## config.mk

```make
export PLATFORM = sky130hd
export DESIGN_NAME = vbuffer_feeder
export DESIGN_NICKNAME = d
export VERILOG_FILES = /design/src/rtl/vbuffer_feeder.sv
export SDC_FILE = /design/constraint.sdc
export NUM_CORES = 1
export LEC_CHECK = 0
export CORE_MARGIN = 3
export CORE_UTILIZATION = 40
export CTS_BUF_LIST = sky130_fd_sc_hd__clkbuf_4 sky130_fd_sc_hd__clkbuf_8
export CTS_CLUSTER_DIAMETER = 80
export CTS_CLUSTER_SIZE = 10
export DETAILED_ROUTE_END_ITERATION = 8
export HOLD_SLACK_MARGIN = 0.06
export SYNTH_ARGS = -nofsm -noshare
export SYNTH_HDL_FRONTEND = slang
export SYNTH_SLANG_ARGS = --single-unit
```

## constraint.sdc

```tcl
create_clock -name PixelClk -period 7.5 [get_ports PixelClk]
set_input_delay 1.875 -clock PixelClk [delete_from_list [all_inputs] [get_ports PixelClk]]
set_output_delay 1.875 -clock PixelClk [all_outputs]
set_load 0.05 [all_outputs]
```

## src/rtl/vbuffer_feeder.sv

```systemverilog
// ============================================================================
// vbuffer_feeder : fetches 3-byte pixel groups from video memory into a shadow
//                  and strobes them into the pixel unpack buffer on a trigger.
// Revision 1.0
// ============================================================================
`default_nettype none

module vbuffer_feeder #(
  parameter int IWIDTH       = 2,
  parameter int BPP          = 6,
  parameter int PSIZE        = 4,
  parameter int CLKS_PER_PIX = 2,
  parameter int AWIDTH       = 17,
  parameter int BASE_ADDR    = 0,
  parameter int FRAME_BYTES  = 57600
) (
  input  logic              PixelClk,
  input  logic              Reset,
  input  logic              FrameStart,
  input  logic [IWIDTH-1:0] ReadIndex,
  input  logic              LoadEn,
  output logic [AWIDTH-1:0] MemAddr,
  output logic              MemReq,
  input  logic              MemAck,
  input  logic [7:0]        MemData,
  output logic              ReqWrite,
  output logic [IWIDTH-1:0] WriteIndex,
  output logic [7:0]        DataOut,
  output logic              Underrun
);

  localparam int NBYTES = PSIZE * BPP / 8;
  localparam int CW     = (NBYTES > 1) ? $clog2(NBYTES) : 1;
  localparam logic [CW-1:0]     c_LAST_CNT   = CW'(NBYTES - 1);
  localparam logic [IWIDTH-1:0] c_LAST_IDX   = IWIDTH'(NBYTES - 1);
  localparam logic [AWIDTH-1:0] c_FIRST_ADDR = AWIDTH'(BASE_ADDR);
  localparam logic [AWIDTH-1:0] c_LAST_ADDR  = AWIDTH'(BASE_ADDR + FRAME_BYTES - 1);

  if (CLKS_PER_PIX < 2) begin : g_cpp_check
    $error("vbuffer_feeder: CLKS_PER_PIX below 2 leaves no room for the 6-clock transfer");
  end

  typedef enum logic {F_FILL = 1'b0, F_FULL = 1'b1} fstate_t;
  typedef enum logic [1:0] {T_IDLE = 2'd0, T_HI = 2'd1, T_LO = 2'd2} tstate_t;

  fstate_t           r_fstate;
  tstate_t           r_tstate;
  logic [CW-1:0]     r_cnt;
  logic [7:0]        r_shadow [NBYTES];
  logic [7:0]        r_xfer   [NBYTES];
  logic              r_discard;
  logic              r_mem_req;
  logic [AWIDTH-1:0] r_mem_addr;
  logic [IWIDTH-1:0] r_ri_prev;
  logic              r_underrun;
  logic [IWIDTH-1:0] r_tidx;
  logic              r_req_write;
  logic [IWIDTH-1:0] r_wr_idx;
  logic [7:0]        r_data_out;

  logic              w_trigger;
  logic              w_take;
  logic              w_skip;
  logic [AWIDTH-1:0] w_next_addr;
  logic [IWIDTH-1:0] w_next_idx;

  // FrameStart masks the trigger in the same cycle
  assign w_trigger   = (ReadIndex == IWIDTH'(1)) && (r_ri_prev == '0) && !FrameStart;
  assign w_take      = w_trigger && LoadEn && (r_fstate == F_FULL) && (r_tstate == T_IDLE);
  assign w_skip      = w_trigger && LoadEn && (r_fstate != F_FULL);
  assign w_next_addr = (r_mem_addr == c_LAST_ADDR) ? c_FIRST_ADDR : r_mem_addr + 1'b1;
  assign w_next_idx  = r_tidx + 1'b1;

  always_ff @(posedge PixelClk) begin
    if (Reset) begin
      r_fstate   <= F_FILL;
      r_cnt      <= '0;
      r_discard  <= 1'b0;
      r_mem_req  <= 1'b0;
      r_mem_addr <= c_FIRST_ADDR;
    end else if (FrameStart) begin
      r_fstate <= F_FILL;
      r_cnt    <= '0;
      if (r_mem_req && !MemAck) begin
        r_discard <= 1'b1;
      end else begin
        r_discard  <= 1'b0;
        r_mem_addr <= c_FIRST_ADDR;
        r_mem_req  <= 1'b1;
      end
    end else if (r_discard) begin
      // outstanding read finishes, its byte is dropped
      if (MemAck) begin
        r_discard  <= 1'b0;
        r_mem_addr <= c_FIRST_ADDR;
      end
    end else begin
      case (r_fstate)
        F_FILL: begin
          if (r_mem_req && MemAck) begin
            r_shadow[r_cnt] <= MemData;
            r_mem_addr      <= w_next_addr;
            if (r_cnt == c_LAST_CNT) begin
              r_fstate  <= F_FULL;
              r_mem_req <= 1'b0;
            end else begin
              r_cnt <= r_cnt + 1'b1;
            end
          end else begin
            r_mem_req <= 1'b1;
          end
        end
        F_FULL: begin
          if (w_take) begin
            r_fstate  <= F_FILL;
            r_cnt     <= '0;
            r_mem_req <= 1'b1;
          end
        end
        default: r_fstate <= F_FILL;
      endcase
    end
  end

  always_ff @(posedge PixelClk) begin
    if (Reset) begin
      r_tstate    <= T_IDLE;
      r_tidx      <= '0;
      r_req_write <= 1'b0;
      r_wr_idx    <= '0;
      r_data_out  <= '0;
    end else begin
      case (r_tstate)
        T_IDLE: begin
          if (w_take) begin
            r_xfer      <= r_shadow;
            r_tstate    <= T_HI;
            r_tidx      <= '0;
            r_req_write <= 1'b1;
            r_wr_idx    <= '0;
            r_data_out  <= r_shadow[0];
          end
        end
        T_HI: begin
          r_req_write <= 1'b0;
          r_tstate    <= T_LO;
        end
        T_LO: begin
          if (r_tidx == c_LAST_IDX) begin
            r_tstate <= T_IDLE;
          end else begin
            r_tidx      <= w_next_idx;
            r_tstate    <= T_HI;
            r_req_write <= 1'b1;
            r_wr_idx    <= w_next_idx;
            r_data_out  <= r_xfer[w_next_idx];
          end
        end
        default: r_tstate <= T_IDLE;
      endcase
    end
  end

  always_ff @(posedge PixelClk) begin
    if (Reset) begin
      r_ri_prev  <= '0;
      r_underrun <= 1'b0;
    end else begin
      r_ri_prev <= ReadIndex;
      if (w_skip) begin
        r_underrun <= 1'b1;
      end
    end
  end

  assign MemAddr    = r_mem_addr;
  assign MemReq     = r_mem_req;
  assign ReqWrite   = r_req_write;
  assign WriteIndex = r_wr_idx;
  assign DataOut    = r_data_out;
  assign Underrun   = r_underrun;

endmodule

`default_nettype wire

```

### Word level (Yosys, flattened, before mapping)

Index checks and enable logic that the tools add are counted.

* order comparisons: 3
* mux-type cells: 42
* reduce and logical (&&, ||, !) cells: 24
* equal/unequal tests: 17
* bitwise operators: 6
* $add $sub $neg: 3

Operator list (number)
* $mux 17: 7
* $mux 8: 5
* $bwmux 24: 1
* $add 17x1->17 const B: 1
* $eq 17x16->1 const B: 1
* $bmux 8 s2: 1
* $demux 8 s2: 1
* $pmux 8 s2: 1
* $mux 1: 15
* $reduce_and 4->1: 3
* $mux 2: 5
* $ne 2x2->1 const B: 5
* $logic_and 1x1->1: 9
* $reduce_and 3->1: 3
* $pmux 2 s2: 2
* $eq 2x2->1 const B: 3
* $ge 3x3->1 const B: 2
* $ne 3x2->1 const B: 2
* $not 2->3: 2
* $pmux 2 s3: 1
* $reduce_bool 3->1: 2
* $reduce_and 5->1: 1
* $add 2x1->2 const B: 2
* $eq 2x1->1 const B: 2
* 11 further kinds: 18

* logic and storage cells: 112
* bits of input ports: 15
* bits in registers: 86
* output and inout bits: 30

### Logic depth before layout (Yosys ltp)

* word-level depth: 10
* depth in mapped cells: 9

### Least setup slack after synthesis

No wires, ideal clock.

* kind: input port to flip-flop
* start point: in FrameStart
* end point: reg r_xfer[0] (netlist name), enable pin
* cell stages on the path: 4
* slack: 3.679 ns
* data required time: 7.095 ns
* arrival time: 3.416 ns
* path through: buf_2 -> nor2_1 -> nand4_1 -> nor2_1

* cells in the longest elaborated chain, start to end: 6

Ends and longest elaborated chain
* start, declared: RTL line 19 `input logic FrameStart,`
* $logic_not 1->1: RTL line 68 `assign w_trigger = (ReadIndex == IWIDTH'(1)) && (r_ri_prev == '0) && !FrameStart;`
* $logic_and 1x1->1: RTL line 68
* $logic_and 1x1->1 (3 in series): RTL line 69 `assign w_take = w_trigger && LoadEn && (r_fstate == F_FULL) && (r_tstate == T_IDLE);`
* $reduce_and 3->1 (no source line)
* end signal, assigned: RTL line 136 `r_xfer <= r_shadow;`
* end, declared: RTL line 50 `logic [7:0] r_xfer [NBYTES];`

Every way passes these cells.
A chain may end at the register's enable or synchronous reset.

### Final worst setup path

* start point: in FrameStart
* end point: reg r_xfer[4] (netlist name), enable pin

The elaborated chain is that of the path after synthesis.

==> impl_results.md <==
* Status: completed
* Die Y at 101 µm
* Clock network fraction of design power at 38.0%
* Clock Latency Late Sink at 0.36 ns
* Remaining Overflow, GRT at 0
* Net switching power at 0.215 mW
* Internal Power at 0.646 mW
* CP max-delay cell: nor2_2
* Setup_tns at 0 ns
* Synth-to-layout area growth at 19.5%
* TritonCTS clock tree: done
* CTS Buffer Depth at 2
* Via count at 2,576
* DR WL/cell at 16.0 µm
* # IOs at 45
* Post-route ant nets at 0
* Number of synthesized flops with an enable pin at 48
* Vias in the first global route at 2,456
* Reg2reg setup slack at 4.73 ns
* Post-Route WL at 7.47 mm
* Drt pass-1 iters at 4
* Initial core utilization at 42.5%
* Synthesis warning total at 0
* CP Cell Sequence: clkdlybuf4s50_1 -> nor2_1 -> nand4_1 -> nor2_2
* RR Endpoint: DataOut[2]
* Ys async rst share at 0%
* Crit Path Class: in2reg
* Die Footprint at 10,200 µm²
* Pwr Density at 200 nW/µm²
* Yosys cell types at 49
* CP peak stage delay at 0.91 ns
* Layout Nets at 377
* Worst hold start: r_shadow[15]
* Worst-path fanout max at 24
* Final setup viols at 0
* RSZ-0062 raised after global routing: no
* Design area at 4300 µm²
* # hold bufs at CTS at 0
* Core ar. at 8460 µm²
* Crit Reg-Reg Startpoint: WriteIndex[0]
* Layout cells sized above 1 at 9.67%
* Largest net degree at the start of global routing at 44
* Num CTS Buffers at 9
* Reg power frac at 58.0%
* Clock transition at path regs at 0.09 ns
* Syn_area_per_cell at 11.3 µm²
* Static Leak at 1.37 nW
* Tcrit/Tclk final at 51.7%
* Synth Instances at 319
* Fin crit period at 3.88 ns
* Max Transition Viols Final at 0
* Initial antenna violation count at 0
* Post-cts sizing count at 0
* Initial DRC Count at 176
* Clock sinks at 86
* Final Hold Fails at 0
* VDD IR max at 0.125 mV
* Fmax at 0.258 GHz
* R2R cell count at 6
* Top cell family by delay on the critical path: simple AND/OR/NAND/NOR gates
* Synthesized area at 3600 µm²
* Post-CTS Setup Bufs at 0
* Critical path launch point type: input pin
* Hold endpoint: r_xfer[15]
* Root buf cell: clkbuf_8
* Seq/Total Area, Yosys at 61.2%
* Buffers on Ports at 44
* Worst Max-Slew Pin Slew at 1.14 ns
* Slew HR at 24.0%
* Critical Path RT at 7.48 ns
* Worst Skew at 0.0126 ns
* Critical path endpoint category: flop
* N_diodes at 0
* H-tree lvl count at 3
* Row count at 33
* Logic gate share of total power at 4.0%
* Switching Fraction at 25.0%
* Hold path depth at 0
* GP Congestion at 0.798
* CP bufs+invs at 1
* Routed vias/inst at 5.52
* WP data arrival at 3.85 ns
* Final hold slack at 0.422 ns
* Die W at 101 µm
* # DRC at 0
* Primary FF master, synth: edfxtp_1
* Synthesized Nets at 339
* Total track usage at 15.3%
* Max-Cap Viols at 0
* Post-DP HPWL at 4.94 mm
* Worst Hold Class: reg2reg
* Yosys reg bits at 86
* Post-place instance area at 4100 µm²
* First-pass GRT wire length at 12.0 mm
-- sequential cells by signal (all words and copies together), names as in the netlist, 2 cells and up --
name / cells
r_shadow: 24
DataOut: 8
MemAddr: 17
WriteIndex: 2
r_ri_prev: 2
r_cnt: 2
r_xfer: 24
r_tstate: 2
-- kinds of logic after synthesis --
logic type                 after synthesis  share of synthesized area (%)
buffers and inverters                   26                           3.27
DFF                                     86                           61.2
adders and majority gates                5                           1.74
AOI/OAI and AO/OA                       57                           10.1
muxes                                   11                           3.30
and+or+nand+nor                        134                           20.4
-- area by class of cell --
cell class / instances / area (µm²)
clock buffers: 9 / 124
clock inverters: 7 / 78.8
fillers: 730 / 4160
inverters: 7 / 26.3
multi-input cells: 207 / 1280
flip-flops and latches: 86 / 2200
well taps: 105 / 131
repair buffers: 46 / 455
-- per-stage QoR --
step / total power, mW / util [%] / cells / worst slack, ns
global route: 0.889 / 50.8 / 467 / 3.35
floorplan: 0.530 / - / 319 / 3.68
CTS: 0.869 / 50.8 / 467 / 3.59
detailed placement: 0.544 / 48.4 / 451 / 3.20
global placement: 0.544 / 48.4 / 451 / 3.21
finish: 0.860 / 50.8 / 467 / 3.62
-- power groups by stage --
stage,Combinational (mW),Clock (mW),Sequential (mW)
floorplan,0.0177,0,0.512
global placement,0.0340,0,0.510
detailed placement,0.0343,0,0.510
CTS,0.0344,0.335,0.499
global route,0.0379,0.351,0.500
finish,0.0341,0.327,0.499
-- worst max-delay path by stage --
stage,end,slack (ns),cells after the start,from
3_5_place_dp,r_xfer[10],3.20,4,FrameStart
5_1_grt,r_xfer[16],3.35,4,FrameStart
6_report,r_xfer[4],3.62,4,FrameStart
4_1_cts,r_xfer[13],3.59,4,FrameStart
3_3_place_gp,r_xfer[18],3.21,4,FrameStart
2_1_floorplan,r_xfer[0],3.68,4,FrameStart
-- per-layer routing --
layer / global-route usage (%) / vias to the layer above / routed length (µm) / share of wire, %
met3: 4.29 / 12 / 357 / 4.8
met4: 5.39 / 0 / 118 / 1.6
met2: 25.3 / 71 / 3680 / 49
met5: 0 / - / 0 / 0
met1: 19.3 / 1229 / 3310 / 44
li1: - / 1264 / - / -
-- synthesized netlist by cell type (8+ instances only) --
master    number  area [µm²]
or3_1         10        62.6
buf_2         10        50.1
a31oi_1        9        56.3
nand3_1       15        75.1
a21oi_1       22         110
nand2_1       29         109
edfxtp_1      48        1440
nor2_1        27         101
dfxtp_1       38         761
nor3_1         8        40.0
-- placed cells by master (no fill, tap or decap), types with 3 or more instances in the layout --
master	synthesis	final
nor2_1	27	26
nor3_1	8	8
dfxtp_1	38	38
nand4_1	4	4
inv_8	0	4
edfxtp_1	48	48
a21oi_1	22	22
a31oi_1	9	9
nor2b_1	6	6
and2_1	6	6
inv_1	7	7
clkdlybuf4s50_1	0	44
ha_1	5	5
mux2_2	7	7
or3_1	10	10
a221oi_1	7	7
o21ai_0	7	7
nand3b_1	5	5
nand4b_1	3	3
nor4_1	3	3
clkbuf_8	0	9
mux2i_1	4	4
nand2_1	29	29
nand3_1	15	15
(Power assumes the default switching activity.)
